[src/rtl/fifo_word_packer.sv]
// rtl/fifo_word_packer.sv - packs burst command plus data beats into {data, addr} FIFO write words
module fifo_word_packer #(
    parameter int DATA_WIDTH = 32,
    parameter int ADDR_WIDTH = 8,
    parameter int LEN_WIDTH  = 8,
    parameter int ADDR_STEP  = 1,
    parameter int FIFO_WIDTH = DATA_WIDTH + ADDR_WIDTH
) (
    input  logic                  clk,
    input  logic                  rst_n,
    input  logic                  cmd_valid,
    output logic                  cmd_ready,
    input  logic [ADDR_WIDTH-1:0] cmd_addr,
    input  logic [LEN_WIDTH-1:0]  cmd_len,
    input  logic                  wdata_valid,
    output logic                  wdata_ready,
    input  logic [DATA_WIDTH-1:0] wdata,
    input  logic                  fifo_full_i,
    output logic                  fifo_wr_en,
    output logic [FIFO_WIDTH-1:0] fifo_data_o,
    output logic                  busy,
    output logic                  done
);

    typedef enum logic {
        IDLE  = 1'b0,
        BURST = 1'b1
    } state_t;

    localparam logic [ADDR_WIDTH-1:0] STEP = ADDR_WIDTH'(ADDR_STEP);
    localparam logic [LEN_WIDTH-1:0]  ONE  = LEN_WIDTH'(1);

    state_t                  state_q;
    logic [ADDR_WIDTH-1:0]   addr_q;
    logic [LEN_WIDTH-1:0]    remain_q;
    logic                    done_q;
    logic                    beat_acc;

    // Handshakes stay combinational so a full FIFO stalls the beat in the same cycle.
    assign cmd_ready   = (state_q == IDLE);
    assign wdata_ready = (state_q == BURST) && !fifo_full_i;
    assign beat_acc    = wdata_valid && wdata_ready;
    assign fifo_wr_en  = beat_acc;
    assign fifo_data_o = {wdata, addr_q};
    assign busy        = (state_q == BURST);
    assign done        = done_q;

    always_ff @(posedge clk or negedge rst_n) begin
        if (!rst_n) begin
            state_q  <= IDLE;
            addr_q   <= '0;
            remain_q <= '0;
            done_q   <= 1'b0;
        end else begin
            done_q <= 1'b0;
            if (state_q == IDLE) begin
                if (cmd_valid) begin
                    addr_q   <= cmd_addr;
                    remain_q <= cmd_len;
                    state_q  <= BURST;
                end
            end else if (beat_acc) begin
                addr_q <= addr_q + STEP;
                // remain_q counts beats still owed after this one; zero means last beat
                if (remain_q == '0) begin
                    state_q <= IDLE;
                    done_q  <= 1'b1;
                end else begin
                    remain_q <= remain_q - ONE;
                end
            end
        end
    end

endmodule

[config.mk]
export PLATFORM = sky130hd
export DESIGN_NAME = fifo_word_packer
export DESIGN_NICKNAME = d
export VERILOG_FILES = /design/src/rtl/fifo_word_packer.sv
export SDC_FILE = /design/constraint.sdc
export NUM_CORES = 1
export LEC_CHECK = 0
export BUFFER_PORTS_ARGS = -buffer_cell sky130_fd_sc_hd__buf_4
export CORE_MARGIN = 3
export CORE_UTILIZATION = 41
export CTS_CLUSTER_DIAMETER = 80
export DETAILED_ROUTE_END_ITERATION = 7
export PLACE_DENSITY_LB_ADDON = 0.1
export SLEW_MARGIN = 20
export SYNTH_ARGS = -nofsm -noshare
export SYNTH_HDL_FRONTEND = slang
export SYNTH_SLANG_ARGS = --single-unit
[constraint.sdc]
create_clock -name clk -period 1.7 [get_ports clk]
set_input_delay 0.34 -clock clk [delete_from_list [all_inputs] [get_ports clk]]
set_output_delay 0.34 -clock clk [all_outputs]
set_load 0.01 [all_outputs]
Yosys cells after proc, flatten, opt, wreduce, memory -nomap -nowiden --
Index checks and enable logic that the tools add are counted. Widths: inputs -> output; s select.
Storage, ports and cells: flip-flop bits (word level) 18, input port bits 53, output and inout port bits 45, word-level logic and storage cells 30
Operators by class: add/sub/neg operators 2, equal/unequal tests 2, multiplexer cells 14, bitwise gates (word level) 1, reductions and logical operators 7
Operator list (count):
- $mux 8 | 7
- $add 8x1->8 const B | 1
- $logic_not 8->1 | 1
- $sub 8x1->8 const B | 1
- $mux 1 | 7
- $ne 2x2->1 const B | 2
- $reduce_and 3->1 | 1
- $logic_and 1x1->1 | 2
- $reduce_and 2->1 | 1
- $reduce_bool 2->1 | 1
- $logic_not 1->1 | 1
- $not 1->1 | 1

Logic depth before layout (Yosys ltp) --
depth after elaboration 5, mapped depth 6, mapped depth without buffers 6

Least setup slack after synthesis --
OpenSTA, ideal clock, no wires.
path type reg-to-reg, start point register remain_q[0], end point register remain_q[1], library setup time 0.126 ns, data arrival time 1.389 ns, required time 1.574 ns, setup slack 0.185 ns, stages on the path, launching flop included 7, path buffers 0, clock period less this slack 1.515 ns, path through dfrtp_1 > inv_1 > ha_1 > nor3b_2 > a21oi_2 > a211oi_1 > nor3_1
Between the ends: cells in the longest elaborated chain, start to end 4, elaborated cells on any way between the ends 7, classes of those cells add/sub (1); eq/ne (1); mux (3); reduce/logical (2)
Ends and longest elaborated chain:
- start, declared | line 35 | logic [LEN_WIDTH-1:0] remain_q;
- start signal, assigned | line 59 | remain_q <= cmd_len;
- start signal, assigned | line 69 | remain_q <= remain_q - ONE;
- $sub 8x1->8 | line 69
- $mux 8 | line 65 | if (remain_q == '0) begin
- $mux 8 | line 62 | end else if (beat_acc) begin
- $mux 8 | line 56 | if (state_q == IDLE) begin
Several ways; a longest one is shown, not always the timed one. The select of a mux whose other input is x is not followed. A chain may end at the register's enable or synchronous reset.

Worst setup path after layout --
start point register state_q (netlist: busy), end point output cmd_ready
Between the ends: cells in the longest elaborated chain, start to end 1
Ends and longest elaborated chain:
- start, declared | line 33 | state_t state_q;
- start signal, assigned | line 50 | state_q <= IDLE;
- start signal, assigned | line 60 | state_q <= BURST;
- start signal, assigned | line 66 | state_q <= IDLE;
- $not 1->1
- end, declared | line 12 | output logic cmd_ready,
Every way passes these cells.

==> impl_metrics.env <==
export IMPL_status="completed"
export IMPL_grt_start_max_net_pins=19
export IMPL_crit_path_end_kind="primary output"
export IMPL_finalMaxSlewViolations=0
export IMPL_synth_edf_count=0
export IMPL_crit_top_cell="buf_4"
export IMPL_antenna_found_initial=0
export IMPL_grt_usage_pct=18.2
export IMPL_cts_made_buffers=3
export IMPL_netlist_area_sq_um=1390
export IMPL_yosysSeqAreaShare_pct=32.3
export IMPL_grt_pass1_wl_mm=6.04
export IMPL_synthesis_nets=213
export IMPL_io_pins=98
export IMPL_synthSimpleGateAreaFrac_pct=20.9
export IMPL_nets=224
export IMPL_period_minus_slack_ns=1.58
export IMPL_synth_cell_types=43
export IMPL_initial_utilization_pct=44.2
export IMPL_synth_mux_area_share_pct=1.44
export IMPL_power_density_nw_per_um2=961
export IMPL_dr_total_vias=1164
export IMPL_first_iter_violations=46
export IMPL_max_slew_margin_rel_pct=75.8
export IMPL_ys_flop_type="dfrtp_1"
export IMPL_syn_inst=157
export IMPL_cp_cell_sequence="inv_2, buf_4, buf_4"
export IMPL_synth_top_cell_area_share_pct=32.3
export IMPL_synth_area_per_cell_sq_um=8.88
export IMPL_hold_violations=0
export IMPL_synthAdderAreaFrac_pct=2.69
export IMPL_routed_wl_mm=3.61
export IMPL_syn2layout_area_growth_pct=11.4
export IMPL_worstMarginPinSlew_ns=0.361
export IMPL_htree_levels=1
export IMPL_synth_area_leaders="dfrtp_1, buf_4, nor2_1"
export IMPL_rsz0062_at_grt="no"
export IMPL_critical_path_max_stage_delay_ns=0.51
export IMPL_final_util_pct=49.2
export IMPL_timing_max_cap_violations=0
export IMPL_path_class="flip-flop to primary output"
export IMPL_synth_compound_area_share_pct=20.3
export IMPL_die_h_um=64.3
export IMPL_fmax_ghz=0.635
export IMPL_start_kind="flip-flop"
export IMPL_numClockSinks=18
export IMPL_wire_per_inst_um=17.2
export IMPL_yosysWarnings=0
export IMPL_finalClockSkew_ns=0.00931
export IMPL_vias_per_cell=5.54
export IMPL_grt_overflow_total=0
export IMPL_diodes=0
export IMPL_synth_seq_cells=18
export IMPL_ir_worst_vdd_mv=0.390
export IMPL_drive_gt1_share_pct=34.3
export IMPL_cts_tree="yes"
export IMPL_yosysTopAreaCell="dfrtp_1"
export IMPL_critPathRequiredTime_ns=1.36
export IMPL_dpl_hpwl_mm=2.73
export IMPL_fin_crit_sh_pct=92.7
export IMPL_synth_top_family_by_area="buffers and inverters"
export IMPL_core_area_sq_um=3150
export IMPL_final_antenna_net_count=0
export IMPL_cp_arrival_ns=1.24
export IMPL_routabilityCongestion=0.838
export IMPL_crit_path_max_fanout=11
export IMPL_clock_path_buffers=2
export IMPL_firstDrtPassIters=4
export IMPL_grt_pass1_vias=1211
export IMPL_leakage_nw=0.693
export IMPL_synth_xor_area_share_pct=1.26
export IMPL_setup_viol=0
export IMPL_worst_hold_path_type="input pin to flip-flop"
export IMPL_worst_path_max_delay_cell="dfrtp_2"
export IMPL_cts_root_buf="clkbuf_4"
export IMPL_rows=20
export IMPL_dieArea_sq_um=4140
export IMPL_die_w_um=64.3
export IMPL_clk_pin_slew_ns=0.10
export IMPL_holdWs_ns=0.260
export IMPL_fill_cells=321
export IMPL_io_buffers=33
export IMPL_drc=0
export IMPL_clock_latency_ns=0.29
export IMPL_synthArstFlopShare_pct=100
-- cells in the mapped netlist (all sizes together) (2+ instances only) --
library cell,n
nand3,3
a22oi,2
a221o,2
mux2i,2
a21oi,11
o21ai,7
o32ai,2
nand4,3
nor2,16
and3,4
xnor2,2
buf,33
ha,3
nand2b,2
or3,2
a211oi,6
nand2,8
nor3,3
nand3b,2
clkbuf,5
dfrtp,18
inv,5
a21o,2
-- cells in the final DEF, fill, tap and decap left out, types with 3 or more instances in the layout --
cell	netlist	routed
a211oi_1	5	5
a21oi_1	10	10
and3_1	4	4
buf_4	33	43
clkbuf_4	0	3
dfrtp_1	18	17
ha_1	3	3
inv_1	5	4
nand2_1	8	8
nand3_1	3	3
nor2_1	16	16
nor3_1	3	3
o21ai_0	6	6
-- cells by family (layout without fill, tap and decap cells) --
kind of cell             count (synthesis)  after routing
multiplexers                             2              2
AND/OR/NAND/NOR                         47             47
AO/OA/AOI/OAI                           41             41
buffers and inverters                   44             53
XOR/XNOR                                 2              2
adder cells (fa/ha/maj)                  3              3
flip-flops                              18             18
-- path summary, 6_finish.rpt --
kind	from	end	slack [ns]	cells after the start
min in group asynchronous	rst_n	addr_q[3]	0.45	2
max	busy	cmd_ready	0.12	3
min	cmd_len[5]	remain_q[5]	0.26	3
max in group asynchronous	rst_n	busy	1.02	2
min reg2reg	remain_q[0]	remain_q[0]	0.58	2
max reg2reg	remain_q[1]	remain_q[7]	0.12	7
-- what timing repair did --
item | CTS | global route
setup endpoints to repair | 5 | 3
resized for setup | 2 | 2
hold endpoints to repair | 18 | 0
setup buffers | 0 | 2
hold buffers | 1 | 0
-- per-stage QoR --
stage / cell area, sq um / cells / power (mW) / setup WS (ns) / TNS, ns
finish: 1550 / 210 / 1.49 / 0.124 / 0
global route: 1550 / 210 / 1.61 / 0.00670 / 0
CTS: 1530 / 208 / 1.50 / 0.0410 / 0
detailed placement: 1490 / 204 / 1.27 / -0.0153 / -0.0153
global placement: 1490 / 204 / 1.25 / 0.0656 / 0
floorplan: 1390 / 157 / 1.08 / 0.185 / 0
-- worst max-delay path: cells and delay by family, from the launching register on --
kind,cells,cell delay (ns)
DFF,1,0.51
buffers and inverters,3,0.44
-- report_power, final --
part / total, mW / internal, mW / leakage [nW] / switching [mW]
registers: 0.736 / 0.544 / 0.204 / 0.191
logic: 0.536 / 0.283 / 0.475 / 0.252
clock network: 0.221 / 0.0823 / 0.0138 / 0.138
total: 1.49 / 0.910 / 0.693 / 0.582
-- metal layers --
metal  GRT usage (%)  wire, um  up-vias
li1                -         -      550
met1            23.5      1530      538
met2            28.1      1630       42
met3            3.34       292       34
met4            11.1       151        0
met5               0         0        -
-- flip-flops by register name, summed over array words and instances, names as in the netlist --
register	count
busy	1
addr_q	8
remain_q	8
done	1
-- final cells by class --
| cell class | instances | area (sq um) | area share [%] |
|---|---|---|---|
| well taps | 44 | 55.1 | 3.55 |
| multi-input cells | 95 | 663 | 42.7 |
| repair buffers | 44 | 333 | 21.4 |
| clock buffers | 3 | 22.5 | 1.45 |
| flip-flops and latches | 18 | 452 | 29.1 |
| inverters | 6 | 27.5 | 1.77 |
(Power assumes the default switching activity.)
